--- src/rtl/regfile_pkg.sv ---
// regfile_pkg: shared state encoding and sizing helper
// for the multi-port register file.
package regfile_pkg;

  typedef enum logic [1:0] {
    IDLE  = 2'd0,
    CLEAR = 2'd1,
    OFF   = 2'd2
  } state_t;

  function automatic int addr_w(input int m);
    return $clog2(m);
  endfunction

endpackage

--- src/rtl/regfile_rd_port.sv ---
// regfile_rd_port: one registered read port with zero-reg,
// write-first bypass and clear-pointer masking.
module regfile_rd_port #(
  parameter int N        = 64,
  parameter int A        = 5,
  parameter int ZERO_REG = 1
) (
  input  logic         Clk,
  input  logic         Rst,
  input  logic         kill,
  input  logic         ren,
  input  logic [A-1:0] addr,
  input  logic [N-1:0] rdata,
  input  logic         wacc,
  input  logic [A-1:0] waddr,
  input  logic [N-1:0] vin,
  input  logic         clearing,
  input  logic [A-1:0] clr_ptr,
  output logic [N-1:0] vout
);

  logic [N-1:0] rd_val;

  always_comb begin
    rd_val = rdata;
    if ((ZERO_REG != 0) && (addr == '0))
      rd_val = '0;
    else if (wacc && (waddr == addr))
      rd_val = vin;
    else if (clearing && (addr == clr_ptr))
      rd_val = '0;
  end

  always_ff @(posedge Clk) begin
    if (Rst)
      vout <= '0;
    else if (kill)
      vout <= '0;
    else if (ren)
      vout <= rd_val;
  end

endmodule

--- src/rtl/regfile_mp.sv ---
// regfile_mp: one write port, NR registered read ports,
// sequential clear engine with power-down recovery.
module regfile_mp
  import regfile_pkg::*;
#(
  parameter int N        = 64,
  parameter int M        = 32,
  parameter int NR       = 2,
  parameter int ZERO_REG = 1
) (
  input  logic                     Clk,
  input  logic                     Rst,
  input  logic [NR*addr_w(M)-1:0]  ReadAddr,
  input  logic [NR-1:0]            REn,
  output logic [NR*N-1:0]          Vout,
  input  logic [addr_w(M)-1:0]     WriteAddr,
  input  logic [N-1:0]             Vin,
  input  logic                     WEn,
  input  logic                     Clr,
  input  logic                     Pwr_off,
  output logic                     Busy
);

  localparam int A = addr_w(M);

  state_t       state;
  logic [A-1:0] clr_ptr;
  logic [N-1:0] regs [M];

  logic idle;
  logic clearing;
  logic kill;
  logic wacc;

  assign idle     = (state == IDLE);
  assign clearing = (state == CLEAR);
  // Contents are considered lost as soon as Pwr_off is seen.
  assign kill     = Pwr_off || (state == OFF);
  assign wacc     = idle && !Pwr_off && WEn &&
                    !((ZERO_REG != 0) && (WriteAddr == '0));

  always_ff @(posedge Clk) begin
    if (Rst) begin
      for (int i = 0; i < M; i++)
        regs[i] <= '0;
    end else if (!Pwr_off) begin
      if (clearing)
        regs[clr_ptr] <= '0;
      else if (wacc)
        regs[WriteAddr] <= Vin;
    end
  end

  always_ff @(posedge Clk) begin
    if (Rst) begin
      state   <= IDLE;
      clr_ptr <= '0;
      Busy    <= 1'b0;
    end else if (Pwr_off) begin
      state <= OFF;
      Busy  <= 1'b1;
    end else begin
      unique case (state)
        IDLE: begin
          if (Clr) begin
            state   <= CLEAR;
            clr_ptr <= '0;
            Busy    <= 1'b1;
          end
        end
        CLEAR: begin
          clr_ptr <= clr_ptr + A'(1);
          if (clr_ptr == A'(M - 1)) begin
            state <= IDLE;
            Busy  <= 1'b0;
          end
        end
        OFF: begin
          state   <= CLEAR;
          clr_ptr <= '0;
          Busy    <= 1'b1;
        end
        default: begin
          state <= IDLE;
          Busy  <= 1'b0;
        end
      endcase
    end
  end

  for (genvar k = 0; k < NR; k++) begin : g_rd
    logic [A-1:0] ra;
    assign ra = ReadAddr[k*A +: A];

    regfile_rd_port #(
      .N        (N),
      .A        (A),
      .ZERO_REG (ZERO_REG)
    ) u_rd (
      .Clk      (Clk),
      .Rst      (Rst),
      .kill     (kill),
      .ren      (REn[k]),
      .addr     (ra),
      .rdata    (regs[ra]),
      .wacc     (wacc),
      .waddr    (WriteAddr),
      .vin      (Vin),
      .clearing (clearing),
      .clr_ptr  (clr_ptr),
      .vout     (Vout[k*N +: N])
    );
  end

endmodule

--- config.mk ---
export PLATFORM = sky130hd
export DESIGN_NAME = regfile_mp
export DESIGN_NICKNAME = d
export VERILOG_FILES = /design/src/rtl/regfile_pkg.sv /design/src/rtl/regfile_rd_port.sv /design/src/rtl/regfile_mp.sv
export SDC_FILE = /design/constraint.sdc
export NUM_CORES = 2
export LEC_CHECK = 0
export CAP_MARGIN = 15
export CORE_ASPECT_RATIO = 1.25
export CORE_UTILIZATION = 60
export DETAILED_ROUTE_END_ITERATION = 8
export HOLD_SLACK_MARGIN = 0.02
export PLACE_DENSITY = 0.78
export SLEW_MARGIN = 20
export SYNTH_ARGS = -nofsm -noshare
export SYNTH_HDL_FRONTEND = slang
export SYNTH_SLANG_ARGS = --single-unit
--- constraint.sdc ---
create_clock -name Clk -period 22.2 [get_ports Clk]
set_input_delay 3.33 -clock Clk [delete_from_list [all_inputs] [get_ports Clk]]
set_output_delay 3.33 -clock Clk [all_outputs]
set_load 0.005 [all_outputs]
==> results.md <==
* Crit path launch type: primary input
* Crit path kind: primary input to flop
* Final RePlAce weighted congestion at 0.881
* Final worst setup slack at 11.67 ns
* Max-slew violations at 0
* Combinational share of power at 0.107
* Detailed placement HPWL at 215 mm
* Max VDD drop at 0.0979 mV
* Setup-failing EPs final at 0
* Port Buffers at 214
* CP max FO at 75
* Synthesized cell area at 116000 um^2
* WP data required at 22.78 ns
* Final Cycle Share at 0.475
* Post-CTS sizing at 0
* Main flop type after synthesis: edfxtp_1
* Critical Path AT at 11.11 ns
* Netlist cell types at 56
* Skew-Pair Late Insertion Delay at 0.91 ns
* Slew HR at 0.124
* CTS Buf Count at 208
* Via total after detailed routing at 84600
* Global Route Usage Sum at 0.412
* Cell Chain, Critical Path: clkdlybuf4s50_1 > or4b_4 > a2111oi_4 > buf_4 > mux2i_1 > nand2b_4 > buf_4 > buf_4 > buf_4 > buf_4 > nor3_1
* IO Count at 215
* LEAKAGE at 38.9 nW
* Number of antenna-violating nets in the routed design at 0
* Layout area overhead at 9.01%
* Die footprint at 195000 um^2
* Core ar. at 191000 um^2
* Reg power frac at 0.505
* Largest delay share family, worst path: buffers and inverters
* Yosys top cell area share at 0.531
* Global-route wire length before repair at 576 mm
* # DRC at 0
* Mux cell area share after synthesis at 0.215
* FILL cells at 12800
* Post-CTS Hold Buffers at 0
* Post-Synth Simple-Gate Area at 0.136
* Hold WC Path Type: flop to flop
* Synth Area in XOR/XNOR at 0.00166
* Status: finished, final reports clean
* Largest area contributor in the netlist: edfxtp_1
* Buf+Inv Stages, Crit Path at 6
* Initial antenna violation count at 19
* Setup bufs post-CTS at 0
* Die Height at 493 um
* Largest net degree at the start of global routing at 182
* Total routed wirelength at 405 mm
* Max cap viols at 0
* Critical Path Most Common Cell: buf_4
* Main combinational cell family by area after synthesis: multiplexers
* Skew final at 0.0486 ns
* Max frequency at 0.0949 GHz
* Actual slew at the worst max-slew pin at 1.31 ns
* Async SR Flop Fraction at 0
* Fin. Hold Viols at 0
* Number of H-tree levels at 4
* Longest Clk Path Bufs at 3
* Congestion Overflow GR at 0
* Clk slew on worst S/H paths at 0.06 ns
* TritonCTS clock tree: done
* Via density at 8.08
* Place WS at 11.25 ns
* Slowest cell delay on critical path at 0.93 ns
* Layout Nets at 7825
* CTS Sinks at 2184
* Power density over the cells at 74.0 nW/um^2
* Synth Register Bits at 2184
* RSZ-0062 raised after global routing: false
* Minimum clock period at 10.53 ns
* Vias in the first global route at 83400
* Root Driver: clkbuf_16
* Synthesized-area fraction occupied by adder cells at 0.000216
* Wire per inst at 38.7 um
* Ratio of cells with drive above 1 in the final layout at 0.288
* Switching Power at 2.33 mW
* Sw frac at 0.250
* Post-Synthesis Cells at 8114
* Die span in x at 395 um
* Initial Utilization at 0.606
* P_int at 7.01 mW
* Post-synth EDFFs at 2048
* Initial drt markers at 16000
* Rows at 179
* Fin Setup TNS at 0 ns
* Clk network pwr share at 0.388
* Top post-synthesis cells by area: edfxtp_1, mux4_2, nor3_1, nor3_2, mux2i_1
* Critical path's slowest cell: buf_4
* Sequential fraction of the synthesis area at 0.554
* Kind of end point of the critical path: flop
* Yosys warns at 0
* Synth Area in Compound Gates at 0.0523
* Syn avg cell area at 14.3 um^2
* Pre-antenna DRT Iters at 7
metal layers:
| layer | track usage | wire, um |
|---|---|---|
| met2 | 0.615 | 180000 |
| met1 | 0.509 | 123000 |
| met3 | 0.142 | 69000 |
| met5 | 0 | 71 |
| met4 | 0.282 | 33400 |
sequential cells by signal, summed over array words and instances, names as in the netlist:
signal / cells
state: 2
regs: 2048
g_rd.u_rd.vout: 128
clr_ptr: 5
Busy: 1
final timing paths:
check | from | endpoint | slack [ns] | cells after the start
worst min register to register | Busy$_SDFFE_PP0P_ | Busy$_SDFFE_PP0P_ | 0.60 | 3
worst min-delay path | Busy$_SDFFE_PP0P_ | Busy$_SDFFE_PP0P_ | 0.60 | 3
worst max register to register | state[1]$_SDFFE_PP0P_ | regs[5][12]$_SDFFCE_PN0P_ | 14.18 | 10
worst max-delay path | Pwr_off | regs[5][12]$_SDFFCE_PN0P_ | 11.67 | 11
placed cells by master, fill, tap and decap left out, types with 15 or more instances in the layout:
cell                n
edfxtp_1         2048
nor3_1           1398
mux4_2            923
nor3_2            593
mux2i_1           294
o22ai_1           228
buf_4             217
clkbuf_16         210
clkdlybuf4s50_1   203
a21oi_1           150
o21ai_0           141
dfxtp_1           136
nand3_1           135
nor2b_1           129
nand2_1           120
mux2_2             99
nor2_1             97
a22oi_1            73
conb_1             64
a31oi_1            62
o221ai_1           51
clkbuf_1           51
clkinv_2           48
a211oi_1           47
a221oi_1           47
a21o_1             46
nand2_2            35
o21bai_4           32
clkinv_1           29
clkbuf_8           22
a211o_1            16
buf_12             16
bufinv_16          15
area by class of cell:
| class | count | area (um^2) | area share |
|---|---|---|---|
| diodes | 13 | 32.5 | 0.000258 |
| clock buffers | 283 | 5750 | 0.0455 |
| multi-input cells | 4889 | 47800 | 0.379 |
| repair buffers | 449 | 4180 | 0.0331 |
| well taps | 2534 | 3170 | 0.0251 |
| clock inverters | 110 | 1080 | 0.00853 |
| inverters | 5 | 23.8 | 0.000188 |
| flip-flops and latches | 2184 | 64200 | 0.509 |
per-stage QoR:
step,area [um^2],utilization,std cells,hold WS [ns],power (mW)
final,126000,0.661,10500,0.597,9.34
after global placement,119000,0.624,10100,0.564,5.72
after global routing,126000,0.661,10500,0.657,9.48
after floorplan,116000,-,8177,0.538,5.37
after detailed placement,119000,0.624,10100,0.573,5.75
after CTS,126000,0.660,10500,0.594,9.26
synth_stat cells, drive strengths merged (135+ instances only):
cell type,number
mux2i,294
edfxtp,2048
o22ai,228
a21oi,153
nand3,135
o21ai,141
dfxtp,136
nor3,1991
buf,503
clkbuf,596
nand2,157
mux4,923
power by group through the flow:
stage               Clock [mW]  Sequential [mW]  Combinational (mW)
finish                    3.62             4.71                1.00
global route              3.75             4.72                1.01
CTS                       3.60             4.71               0.962
detailed placement           0             4.79               0.958
global placement             0             4.78               0.947
floorplan                    0             4.78               0.596
cell families (layout without fill, tap and decap cells):
kind of cell,Yosys count,in the layout
AOI/OAI and AO/OA,927,927
DFF,2184,2184
and+or+nand+nor,2555,2555
buffers and inverters,1104,847
xor gates and xnor gates,22,22
adders and majority gates,2,2
muxes,1319,1319
other,1,77
worst reg2reg max path, delay by kind of cell, from the launching register on:
family | cells | cell delay [ns]
buffers and inverters | 5 | 4.48
muxes | 1 | 0.65
DFF | 1 | 0.43
AOI/OAI and AO/OA | 1 | 0.34
and+or+nand+nor | 3 | 1.77
(Power assumes the default switching activity.)
